## src/rtl/sad_pkg.sv

```systemverilog
`default_nettype none
// ============================================================================
//  Module      : sad_pkg
//  Description : Shared state encoding and width helpers for the SAD engine.
//  Revision    : 1.0 - initial release
// ============================================================================
package sad_pkg;

    // Engine control states; explicit 3-bit encoding.
    typedef enum logic [2:0] {
        IDLE  = 3'd0,
        CLR   = 3'd1,
        RUN   = 3'd2,
        DRAIN = 3'd3,
        DONE  = 3'd4
    } sad_state_t;

    // Result width: worst case N * (2^PIX_W - 1) plus one bit of margin.
    function automatic int sad_width(input int pix_w, input int n);
        return pix_w + $clog2(n) + 1;
    endfunction

    // Word address width, never narrower than one bit (W=1 corner).
    function automatic int addr_width(input int n, input int lanes);
        int w;
        w = n / lanes;
        return (w <= 1) ? 1 : $clog2(w);
    endfunction

endpackage : sad_pkg
`default_nettype wire

```

## src/rtl/sad_if.sv

```systemverilog
`default_nettype none
// ============================================================================
//  Module      : sad_if
//  Description : Control, memory-read and result bundle of the SAD engine.
//                master = search control / pixel buffers, slave = engine.
//  Revision    : 1.0 - initial release
// ============================================================================
interface sad_if #(
    parameter int PIX_W = 8,
    parameter int N     = 256,
    parameter int LANES = 4
) ();
    localparam int ADDR_W = sad_pkg::addr_width(N, LANES);
    localparam int SAD_W  = sad_pkg::sad_width(PIX_W, N);

    logic                   go;
    logic                   abort;
    logic                   thresh_en;
    logic [SAD_W-1:0]       thresh;
    logic                   rd_en;
    logic [ADDR_W-1:0]      rd_addr;
    logic [LANES*PIX_W-1:0] a_data;
    logic [LANES*PIX_W-1:0] b_data;
    logic                   busy;
    logic                   done;
    logic [SAD_W-1:0]       sad;
    logic                   early;

    modport master (
        output go, abort, thresh_en, thresh, a_data, b_data,
        input  rd_en, rd_addr, busy, done, sad, early
    );

    modport slave (
        input  go, abort, thresh_en, thresh, a_data, b_data,
        output rd_en, rd_addr, busy, done, sad, early
    );

endinterface : sad_if
`default_nettype wire

```

## src/rtl/sad_absdiff_tree.sv

```systemverilog
`default_nettype none
// ============================================================================
//  Module      : sad_absdiff_tree
//  Description : Combinational per-lane |a-b| followed by a lane sum.
//  Revision    : 1.0 - initial release
// ============================================================================
module sad_absdiff_tree #(
    parameter  int PIX_W  = 8,
    parameter  int LANES  = 4,
    localparam int TREE_W = PIX_W + $clog2(LANES)
) (
    input  wire logic [LANES*PIX_W-1:0] i_a,
    input  wire logic [LANES*PIX_W-1:0] i_b,
    output logic      [TREE_W-1:0]      o_sum
);

    logic [PIX_W-1:0]  w_diff [LANES];
    logic [TREE_W-1:0] w_acc;

    // One unsigned absolute difference per lane; never exceeds PIX_W bits.
    for (genvar k = 0; k < LANES; k++) begin : g_lane
        logic [PIX_W-1:0] w_a;
        logic [PIX_W-1:0] w_b;
        assign w_a       = i_a[k*PIX_W +: PIX_W];
        assign w_b       = i_b[k*PIX_W +: PIX_W];
        assign w_diff[k] = (w_a > w_b) ? (w_a - w_b) : (w_b - w_a);
    end

    // Lane sum; TREE_W holds LANES * (2^PIX_W - 1) without overflow.
    always_comb begin
        w_acc = '0;
        for (int k = 0; k < LANES; k++) begin
            w_acc = w_acc + TREE_W'(w_diff[k]);
        end
    end

    assign o_sum = w_acc;

endmodule : sad_absdiff_tree
`default_nettype wire

```

## src/rtl/sad_engine.sv

```systemverilog
`default_nettype none
// ============================================================================
//  Module      : sad_engine
//  Description : Multi-lane sum of absolute differences over two N-pixel
//                blocks in synchronous-read memories, with abort and
//                optional early termination against a threshold.
//  Revision    : 1.0 - initial release
// ============================================================================
module sad_engine
    import sad_pkg::*;
#(
    parameter int PIX_W = 8,
    parameter int N     = 256,
    parameter int LANES = 4
) (
    input wire logic clk,
    input wire logic rst,
    sad_if.slave     bus
);

    localparam int W      = N / LANES;
    localparam int ADDR_W = addr_width(N, LANES);
    localparam int SAD_W  = sad_width(PIX_W, N);
    localparam int TREE_W = PIX_W + $clog2(LANES);

    localparam logic [ADDR_W-1:0] c_last = ADDR_W'(W - 1);

    sad_state_t         r_state;
    logic               r_rd_en;
    logic [ADDR_W-1:0]  r_addr;
    logic               r_vld;      // rd_en delayed: memory data valid now
    logic [SAD_W-1:0]   r_sum;
    logic [SAD_W-1:0]   r_thr;
    logic               r_thr_en;
    logic               r_hit;
    logic               r_busy;
    logic               r_done;
    logic [SAD_W-1:0]   r_sad;
    logic               r_early;

    logic [TREE_W-1:0]  w_tree;
    logic [SAD_W-1:0]   w_sum_next;
    logic               w_hit;

    sad_absdiff_tree #(
        .PIX_W (PIX_W),
        .LANES (LANES)
    ) u_tree (
        .i_a   (bus.a_data),
        .i_b   (bus.b_data),
        .o_sum (w_tree)
    );

    assign w_sum_next = r_sum + SAD_W'(w_tree);
    // Compares the registered sum, so it lags issue by two cycles.
    assign w_hit      = r_thr_en && (r_sum >= r_thr);

    // Control FSM, address counter, accumulator and result register.
    always_ff @(posedge clk or posedge rst) begin
        if (rst) begin
            r_state  <= IDLE;
            r_rd_en  <= 1'b0;
            r_addr   <= '0;
            r_vld    <= 1'b0;
            r_sum    <= '0;
            r_thr    <= '0;
            r_thr_en <= 1'b0;
            r_hit    <= 1'b0;
            r_busy   <= 1'b0;
            r_done   <= 1'b0;
            r_sad    <= '0;
            r_early  <= 1'b0;
        end else begin
            r_done <= 1'b0;
            r_vld  <= r_rd_en;
            if (r_vld) begin
                r_sum <= w_sum_next;
            end

            if (bus.abort && (r_state != IDLE)) begin
                // Drop the run; the in-flight word never reaches the result.
                r_state <= IDLE;
                r_rd_en <= 1'b0;
                r_vld   <= 1'b0;
                r_busy  <= 1'b0;
            end else begin
                case (r_state)
                    IDLE: begin
                        if (bus.go && !bus.abort) begin
                            r_state  <= CLR;
                            r_busy   <= 1'b1;
                            r_thr    <= bus.thresh;
                            r_thr_en <= bus.thresh_en;
                        end
                    end
                    CLR: begin
                        r_sum   <= '0;
                        r_addr  <= '0;
                        r_hit   <= 1'b0;
                        r_rd_en <= 1'b1;
                        r_state <= RUN;
                    end
                    RUN: begin
                        if ((r_addr == c_last) || w_hit) begin
                            r_rd_en <= 1'b0;
                            r_hit   <= w_hit;
                            r_state <= DRAIN;
                        end else begin
                            r_addr <= r_addr + 1'b1;
                        end
                    end
                    DRAIN: begin
                        // Last issued word is on the bus now; fold it in.
                        r_sad   <= r_vld ? w_sum_next : r_sum;
                        r_early <= r_hit;
                        r_done  <= 1'b1;
                        r_state <= DONE;
                    end
                    DONE: begin
                        r_busy  <= 1'b0;
                        r_state <= IDLE;
                    end
                    default: begin
                        r_rd_en <= 1'b0;
                        r_busy  <= 1'b0;
                        r_state <= IDLE;
                    end
                endcase
            end
        end
    end

    assign bus.rd_en   = r_rd_en;
    assign bus.rd_addr = r_addr;
    assign bus.busy    = r_busy;
    assign bus.done    = r_done;
    assign bus.sad     = r_sad;
    assign bus.early   = r_early;

endmodule : sad_engine
`default_nettype wire

```

## src/flat_wrapper.sv

```systemverilog
// flat-port wrapper written by rule: the top's interface ports become plain ports
module sad_engine_flat import sad_pkg::*;
#(
    parameter int PIX_W = 8,
    parameter int N     = 256,
    parameter int LANES = 4
)
  (clk, rst, bus_go, bus_abort, bus_thresh_en, bus_thresh, bus_a_data, bus_b_data, bus_rd_en, bus_rd_addr, bus_busy, bus_done, bus_sad, bus_early);
  sad_if #(.PIX_W(PIX_W), .N(N), .LANES(LANES)) bus_i ();
  input wire logic clk;
  input wire logic rst;
  input wire logic [$bits(bus_i.go)-1:0] bus_go;
  input wire logic [$bits(bus_i.abort)-1:0] bus_abort;
  input wire logic [$bits(bus_i.thresh_en)-1:0] bus_thresh_en;
  input wire logic [$bits(bus_i.thresh)-1:0] bus_thresh;
  input wire logic [$bits(bus_i.a_data)-1:0] bus_a_data;
  input wire logic [$bits(bus_i.b_data)-1:0] bus_b_data;
  output wire logic [$bits(bus_i.rd_en)-1:0] bus_rd_en;
  output wire logic [$bits(bus_i.rd_addr)-1:0] bus_rd_addr;
  output wire logic [$bits(bus_i.busy)-1:0] bus_busy;
  output wire logic [$bits(bus_i.done)-1:0] bus_done;
  output wire logic [$bits(bus_i.sad)-1:0] bus_sad;
  output wire logic [$bits(bus_i.early)-1:0] bus_early;
  assign bus_i.go = bus_go;
  assign bus_i.abort = bus_abort;
  assign bus_i.thresh_en = bus_thresh_en;
  assign bus_i.thresh = bus_thresh;
  assign bus_i.a_data = bus_a_data;
  assign bus_i.b_data = bus_b_data;
  assign bus_rd_en = bus_i.rd_en;
  assign bus_rd_addr = bus_i.rd_addr;
  assign bus_busy = bus_i.busy;
  assign bus_done = bus_i.done;
  assign bus_sad = bus_i.sad;
  assign bus_early = bus_i.early;
  sad_engine #(.PIX_W(PIX_W), .N(N), .LANES(LANES)) u_core (.clk(clk), .rst(rst), .bus(bus_i));
endmodule
```

## config.mk

```make
export PLATFORM = sky130hd
export DESIGN_NAME = sad_engine_flat
export DESIGN_NICKNAME = d
export VERILOG_FILES = /design/src/rtl/sad_pkg.sv /design/src/rtl/sad_if.sv /design/src/rtl/sad_absdiff_tree.sv /design/src/rtl/sad_engine.sv /design/src/flat_wrapper.sv
export SDC_FILE = /design/constraint.sdc
export NUM_CORES = 1
export LEC_CHECK = 0
export ABC_AREA = 0
export CAP_MARGIN = 20
export CELL_PAD_IN_SITES_DETAIL_PLACEMENT = 1
export CELL_PAD_IN_SITES_GLOBAL_PLACEMENT = 1
export CORE_MARGIN = 3
export CORE_UTILIZATION = 42
export DETAILED_ROUTE_END_ITERATION = 6
export PLACE_DENSITY = 0.89
export SYNTH_ARGS = -nofsm -noshare
export SYNTH_HDL_FRONTEND = slang
export SYNTH_SLANG_ARGS = --single-unit
export TNS_END_PERCENT = 20
```

## constraint.sdc

```tcl
create_clock -name clk -period 3.3 [get_ports clk]
set_input_delay 0.66 -clock clk [delete_from_list [all_inputs] [get_ports clk]]
set_output_delay 0.66 -clock clk [all_outputs]
set_load 0.03 [all_outputs]
```

==> results.yml <==
run_status:
  outcome: "finished with violations"
  violations: "negative setup slack"
setup_path:
  rrSetupSlack_ps: -70
  cp_max_fo: 6
  critical_path_buf_inv_count: 5
  path_delay_family: "adder cells"
  critPathKind: "input port to flip-flop"
  cp.required_ps: 3500
  start_kind: "input port"
  regToRegStartpoint: "u_core.r_sum[2]$_DFF_PP0_"
  cp_slowest_cell: "fa_1"
  crit_path_end_kind: "flip-flop"
  crit_path_max_incr_delay_ps: 580
  r2r_cells: 13
  crit_arrival_ps: 6540
  worstReg2RegEnd: "u_core.bus.sad[10]$_DFFE_PP0P_"
  crit_top_cell: "fa_1"
cells_and_area:
  area_growth_syn_to_layout_pct: 58.40
  nFillCells: 1684
  final_layout_size_suffix_gt1_frac: 0.3776
  fin_nets: 1251
timing:
  finalHoldViolations: 0
  totalNegativeSetupSlack_ps: -86310
  setup_viol: 32
  tightest_slew_ps: 1079
  clock_skew_ps: 15.24
  rsz0062_at_grt: "true"
  finalMaxSlewViolations: 0
  timing.hold.ws_ps: 530.0
  period_needed_ps: 6340
  slew_headroom: 0.2809
  fin_crit_sh: 1.921
  max_freq_mhz: 157.7
  fin_ws_ps: -3040
yosys:
  postSynthAreaPerCell_um2: 8.980
  postSynthCellCount: 757
  ys_ff_latch: 67
  async_flop_share: 1.000
  synthTopCellsByArea: "dfrtp_1 25%, ha_1 17%, fa_1 9.1%"
  synth_ff_type: "dfrtp_1"
  synth_edf_count: 0
  seq_area_frac_synth: 0.2466
  yosys.cell_types.count: 73
  synth.net_count: 967
  synth_area_um2: 6798
  synth_top_area_frac: 0.2466
  yosys.area.top_type: "dfrtp_1"
  yosys_warnings: 0
die:
  row_count: 45
  die_w_um: 133.2
  dieHeight_um: 133.2
  die_area_um2: 17750
  core_area_um2: 15540
  ios: 113
  start_util: 0.4374
cts:
  insertion_delay_ps: 350
  cts_root_buffer: "clkbuf_16"
  cts_tree: "done"
  cts_max_path_buffers: 2
  cts_inserted_buffers: 9
  cts.clk_slew.worst_paths_ps: 60
  cts.sinks: 67
  cts_max_level: 3
place:
  place.gp.congestion: 0.8516
  dp_hpwl_um: 19710
  port_buffers: 112
route:
  antenna_left: 0
  viasPerCell: 6.339
  wl_per_cell_um: 31.79
  drt_first_iter_violations: 922
  drc_errors: 0
  firstDrtPassIters: 5
  drt-total-wl_um: 39990
  vias: 7975
grt:
  grt_use_total: 0.3804
  grt_overflow: 0
  antenna_found_initial: 1
  grt_pass1_wl_um: 52100
  grt_max_degree: 34
  grt_pass1_vias: 8606
job:
  maxCapViolCount: 0
min_path:
  hold_start: "u_core.bus.sad[12]$_DFFE_PP0P_"
  whs_endpoint: "u_core.bus.sad[12]$_DFFE_PP0P_"
  hp-class: "flip-flop to flip-flop"
  whs_path_depth: 2
==> per-layer routing <==
metal	global-route usage	wire, um	vias to the layer above
li1	-	-	3085
met1	0.4130	14020	3944
met2	0.6803	19340	655
met3	0.08195	3050	289
met4	0.2246	3565	2
met5	0	11	-
==> kinds of logic (layout without fill, tap and decap cells) <==
| group | Yosys count | count (layout) | synth area share |
|---|---|---|---|
| AND/OR/NAND/NOR | 169 | 169 | 0.1231 |
| multiplexers | 62 | 62 | 0.09700 |
| flip-flops | 67 | 67 | 0.2466 |
| buffers and inverters | 157 | 446 | 0.08743 |
| XOR/XNOR | 34 | 34 | 0.04381 |
| AO/OA/AOI/OAI | 144 | 144 | 0.1395 |
| adder cells (fa/ha/maj) | 124 | 124 | 0.2625 |
| other | 0 | 1 | 0 |
==> state kept, by name (all words and copies together), names as in the netlist, 3 cells and up <==
name and flops:
u_core.bus.sad 17, u_core.r_thr 17, u_core.r_sum 17, u_core.bus.rd_addr 6
u_core.r_state 3
==> worst reg2reg max path, stage by stage (launching register included) <==
cell and delay (ps):
dfrtp_1 450, inv_1 120, fa_1 600, inv_1 80
ha_1 290, a21o_1 190, a21o_1 230, a211oi_4 260
buf_4 160, o21ai_2 90, a31oi_2 240, xnor2_1 90
mux2i_1 320, a21oi_1 140
==> how the worst max path moves through the flow <==
stage | from | endpoint | cells past startpoint | slack [ps]
floorplan | bus_a_data[8] | u_core.bus.sad[11]$_DFFE_PP0P_ | 25 | -2200
global placement | bus_a_data[8] | u_core.bus.sad[11]$_DFFE_PP0P_ | 25 | -3060
detailed placement | bus_a_data[8] | u_core.bus.sad[14]$_DFFE_PP0P_ | 25 | -3550
CTS | bus_a_data[8] | u_core.bus.sad[13]$_DFFE_PP0P_ | 26 | -2610
global route | bus_b_data[30] | u_core.bus.sad[10]$_DFFE_PP0P_ | 24 | -3140
finish | bus_a_data[8] | u_core.bus.sad[14]$_DFFE_PP0P_ | 25 | -3040
==> cells in the final DEF, fill, tap and decap left out, types with 4 or more instances in the layout <==
| cell | synthesis | routed |
|---|---|---|
| buf_4 | 1 | 169 |
| inv_1 | 143 | 113 |
| clkdlybuf4s50_1 | 0 | 73 |
| ha_1 | 93 | 69 |
| dfrtp_1 | 67 | 67 |
| nand2_1 | 50 | 47 |
| nor2_1 | 44 | 39 |
| inv_2 | 0 | 27 |
| mux2_2 | 30 | 26 |
| fa_1 | 31 | 25 |
| a21oi_1 | 34 | 24 |
| dlygate4sd2_1 | 0 | 24 |
| ha_4 | 0 | 22 |
| mux2i_1 | 31 | 19 |
| o21ai_0 | 43 | 18 |
| a21o_1 | 15 | 15 |
| xnor2_1 | 24 | 15 |
| nand3_1 | 18 | 13 |
| o21ai_2 | 0 | 12 |
| o21ai_1 | 2 | 12 |
| nor3_1 | 10 | 9 |
| mux2i_4 | 0 | 9 |
| clkbuf_16 | 0 | 9 |
| xnor2_2 | 0 | 8 |
| nor2b_1 | 9 | 7 |
| a21oi_2 | 1 | 7 |
| xor2_2 | 0 | 7 |
| buf_6 | 0 | 7 |
| fa_2 | 0 | 6 |
| a21oi_4 | 1 | 5 |
| and3_1 | 5 | 5 |
| mux2_4 | 0 | 5 |
| nor2_2 | 0 | 5 |
| dlymetal6s2s_1 | 0 | 5 |
| nand2b_1 | 5 | 4 |
| a31oi_1 | 5 | 4 |
| nand4_1 | 4 | 4 |
| and2_1 | 4 | 4 |
| buf_2 | 1 | 4 |
==> cells in the mapped netlist (all sizes together), types with 2 or more instances <==
library cell,n
nor2,44
mux2i,31
a211oi,7
nor2b,9
nand2,53
o211a,2
inv,143
o22ai,3
and3,6
and4,2
clkbuf,11
dfrtp,67
xnor2,24
nor3,10
o21ai,45
a21boi,3
buf,3
a31oi,5
nand3,19
o311ai,2
a21oi,36
o21bai,3
a21o,16
nand4,4
a311oi,2
o31a,2
o211ai,2
mux2,31
fa,31
and2,5
o221ai,2
xor2,10
nor3b,3
nand2b,5
ha,93
o31ai,3
==> timing repair <==
action | CTS | global route
setup buffers | 36 | 10
hold buffers | 0 | 0
pin swaps | 71 | 63
setup endpoints to repair | 32 | 32
resized for setup | 170 | 83
==> layout make-up <==
| class | instances | area (um^2) | area share |
|---|---|---|---|
| clock buffers | 11 | 242.7 | 0.02254 |
| inverters | 143 | 554.3 | 0.05148 |
| flip-flops and latches | 67 | 1677 | 0.1557 |
| multi-input cells | 533 | 5544 | 0.5149 |
| clock inverters | 5 | 52.55 | 0.004880 |
| repair buffers | 287 | 2431 | 0.2258 |
| well taps | 211 | 264.0 | 0.02452 |
| diodes | 1 | 2.502 | 0.0002324 |
==> stage by stage <==
step | cell area, um^2 | setup slack, ps | cells | utilization
finish | 10770 | -3040 | 1258 | 0.6929
detailed placement | 9236 | -3550 | 1195 | 0.5944
global placement | 9236 | -3059 | 1195 | 0.5944
floorplan | 6947 | -2203 | 757 | -
CTS | 10290 | -2612 | 1247 | 0.6619
global route | 10770 | -3141 | 1257 | 0.6928
Power is left out: the tool's default activity adds up to more than one toggle a clock period on the data nets, which glitch-free logic cannot reach.
==> RTL edit (same settings) <==
`LANES` is set to 4 in 4 places; all go to 2.
--- a/src/rtl/sad_if.sv
+++ b/src/rtl/sad_if.sv
@@ -9,5 +9,5 @@
     parameter int PIX_W = 8,
     parameter int N     = 256,
-    parameter int LANES = 4
+    parameter int LANES = 2
 ) ();
     localparam int ADDR_W = sad_pkg::addr_width(N, LANES);
--- a/src/rtl/sad_absdiff_tree.sv
+++ b/src/rtl/sad_absdiff_tree.sv
@@ -7,5 +7,5 @@
 module sad_absdiff_tree #(
     parameter  int PIX_W  = 8,
-    parameter  int LANES  = 4,
+    parameter  int LANES  = 2,
     localparam int TREE_W = PIX_W + $clog2(LANES)
 ) (
--- a/src/rtl/sad_engine.sv
+++ b/src/rtl/sad_engine.sv
@@ -12,5 +12,5 @@
     parameter int PIX_W = 8,
     parameter int N     = 256,
-    parameter int LANES = 4
+    parameter int LANES = 2
 ) (
     input wire logic clk,
--- a/src/flat_wrapper.sv
+++ b/src/flat_wrapper.sv
@@ -4,5 +4,5 @@
     parameter int PIX_W = 8,
     parameter int N     = 256,
-    parameter int LANES = 4
+    parameter int LANES = 2
 )
   (clk, rst, bus_go, bus_abort, bus_thresh_en, bus_thresh, bus_a_data, bus_b_data, bus_rd_en, bus_rd_addr, bus_busy, bus_done, bus_sad, bus_early);
Ports: changed (resized bus_a_data, bus_b_data and bus_rd_addr); port bits go from 113 to 82. No check against the original RTL was run, so the function may have changed too.
==> RTL edit against the unedited design <==
- the run still ends with setup timing left
- critical path type unchanged
- wire length down 40%
- hold slack worse by 0.015 ns
- sequential cell count up 1
- final area down 29%
- critical path depth down 4
- area after synthesis down 26%
- worst setup slack better by 1.4 ns
- highest routed layer unchanged
==> RTL edit: results (changes against the unedited design) <==
Run status
  • Status: finished with violations
  • Violated checks: setup timing

Timing
  • Worst slack on hold paths: 0.515 ns (-0.0150 ns)
  • Final hold violations: 0 (unchanged)
  • Minimum setup slack in the final design: -1.65 ns (+1.39 ns)
  • Relative max-transition margin: 0.484 (+0.203)
  • Count of final setup violators: 32 (unchanged)
  • Final clock skew: 0.0120 ns (-0.00326 ns)

Critical path
  • Start point of the critical path: bus_a_data[2]
  • Worst Setup EP: u_core.r_sum[9]$_DFF_PP0_
  • Worst Reg2Reg Path Length in Cells: 15 (+2)
  • Worst-case register-to-register setup slack: 0.02 ns (+0.09 ns)
  • Worst endpoint data arrival time: 5.21 ns (-1.33 ns)
  • Maximum fanout along the worst path: 4 (-2)
  • Reg2Reg Launch Point: u_core.r_sum[1]$_DFF_PP0_
  • Top Family by Delay on Critical Path: adder cells
  • Largest stage delay on the critical path: 0.53 ns (-0.05 ns)

Global route
  • Total routing usage reported by global routing: 0.314 (-0.0660)
  • Global-route wire length before repair: 32,000 um (-39%)
  • Via count of the first global-routing pass: 5,751 (-33%)
  • Maximum number of pins on one net before global-route repair: 37 (+8.8%)

Logic synthesis
  • Part of the Yosys area used for sequential elements: 0.339 (+0.0928)
  • Net count after synthesis: 665 (-31%)
  • Synth top cells by count: inv_1, dfrtp_1, ha_1, nor2_1, a21oi_1
  • Top flip-flop cell by instance count after synthesis: dfrtp_1
  • Cell count after synthesis: 542 (-28%)
  • Cell variety after synth: 53 (-27%)
  • Warnings from Yosys: 0 (unchanged)
  • Dominant cells by area after synthesis: dfrtp_1, ha_1, inv_1

Hold path
  • Hold Crit Class: flip-flop to flip-flop
  • Worst min-delay path startpoint: u_core.bus.rd_addr[5]$_DFFE_PP0P_

Placement
  • DP Cell Count: 823 (-31%)
  • Post-Place Setup Slack: -2.33 ns (+1.22 ns)
  • Port bufs: 81 (-28%)
  • Placed wire-length estimate after detailed placement: 12,100 um (-39%)
  • Global placer's final weighted congestion: 0.834 (-2.1%)

Final layout
  • Layout cells sized above 1: 0.337 (-0.0406)
  • Inserted Diodes: 0 (-1)
  • Number of filler instances in the final layout: 1,217 (-28%)
  • Fin nets: 834 (-33%)

Detailed routing
  • Starting DRT DRC Count: 423 (-54%)
  • TritonRoute pass-1 iters: 5 (unchanged)
  • Routed vias/inst: 6.17 (-2.7%)
  • Routed Wire Length: 24,200 um (-40%)
  • Number of vias in the routed layout: 5,294 (-34%)

Power and ir drop
  • Static power due to leakage: 3.71 nW
  • Worst vdd rail ir drop: 0.000586 V

Clock tree
  • Clock-pin slew reported for the worst setup and hold paths after clock tree synthesis: 0.06 ns (about the same)
-- RTL edit: cell count changes in the layout (fill, tap and decap cells not counted), moves of 11 or more --
cell and change:
nand2_1 -29, buf_4 -87, fa_1 -15, mux2i_1 -13, o21ai_0 -13, clkdlybuf4s50_1 -19, inv_1 -49, inv_2 -11
ha_1 -33
-- RTL edit: cell type report --
type	count	area, um2	area share
Inverter	82	323	0.0422
Clock inverter	5	53.8	0.00704
Sequential cell	68	1700	0.223
Tap cell	143	179	0.0234
Clock buffer	10	229	0.0300
Multi-Input combinational cell	381	3640	0.476
Timing Repair Buffer	169	1520	0.199
-- RTL edit: power by group --
group	switching (mW)	internal, mW	total (mW)
sequential	0.334	1.11	1.44
clock	0.386	0.579	0.965
combinational	2.70	2.04	4.74
-- RTL edit: kinds of logic after synthesis --
kind of cell               share of synthesized area
xor gates and xnor gates                      0.0419
and+or+nand+nor                                0.121
AOI/OAI and AO/OA                              0.152
buffers and inverters                         0.0704
muxes                                         0.0841
DFF                                            0.339
adders and majority gates                      0.192
-- RTL edit: worst min path at each step --
stage / endpoint / cells after the start
2_1_floorplan: u_core.r_hit$_DFFE_PP0P_ / 1
5_1_grt: u_core.bus.rd_addr[4]$_DFFE_PP0P_ / 1
4_1_cts: u_core.r_hit$_DFFE_PP0P_ / 1
3_3_place_gp: u_core.bus.rd_addr[5]$_DFFE_PP0P_ / 1
6_report: u_core.bus.rd_addr[5]$_DFFE_PP0P_ / 1
3_5_place_dp: u_core.r_thr[12]$_DFFE_PP0P_ / 1
-- RTL edit: worst reg2reg max path, cell delays in order, from the launching register on --
cell and delay, ns:
dfrtp_1 0.43, inv_1 0.11, fa_1 0.48, inv_1 0.09, ha_2 0.22, inv_2 0.06, fa_2 0.37, nor2b_2 0.18
o21ai_2 0.11, a21boi_4 0.21, o21ai_4 0.10, a21oi_4 0.25, o21ai_2 0.11, xor2_2 0.19, buf_4 0.17, nor2_4 0.12
-- RTL edit: routing by layer --
metal | vias up | global-route usage | part of all wire
li1 | 2163 | - | -
met1 | 2642 | 0.351 | 0.36
met2 | 325 | 0.576 | 0.50
met3 | 162 | 0.0495 | 0.055
met4 | 2 | 0.157 | 0.082
met5 | - | 0 | 0.00046
-- RTL edit: repair_timing --
action,in CTS,in global routing
pin swaps,43,43
gates resized for setup,106,57
setup endpoints to repair,32,32
buffers inserted,13,9
-- RTL edit: metrics by stage --
step / instance area [um2] / setup TNS (ns)
floorplan: 5080 / -28.56
global placement: 6550 / -53.44
detailed placement: 6550 / -61.92
CTS: 7290 / -31.36
global route: 7640 / -43.74
finish: 7640 / -41.67
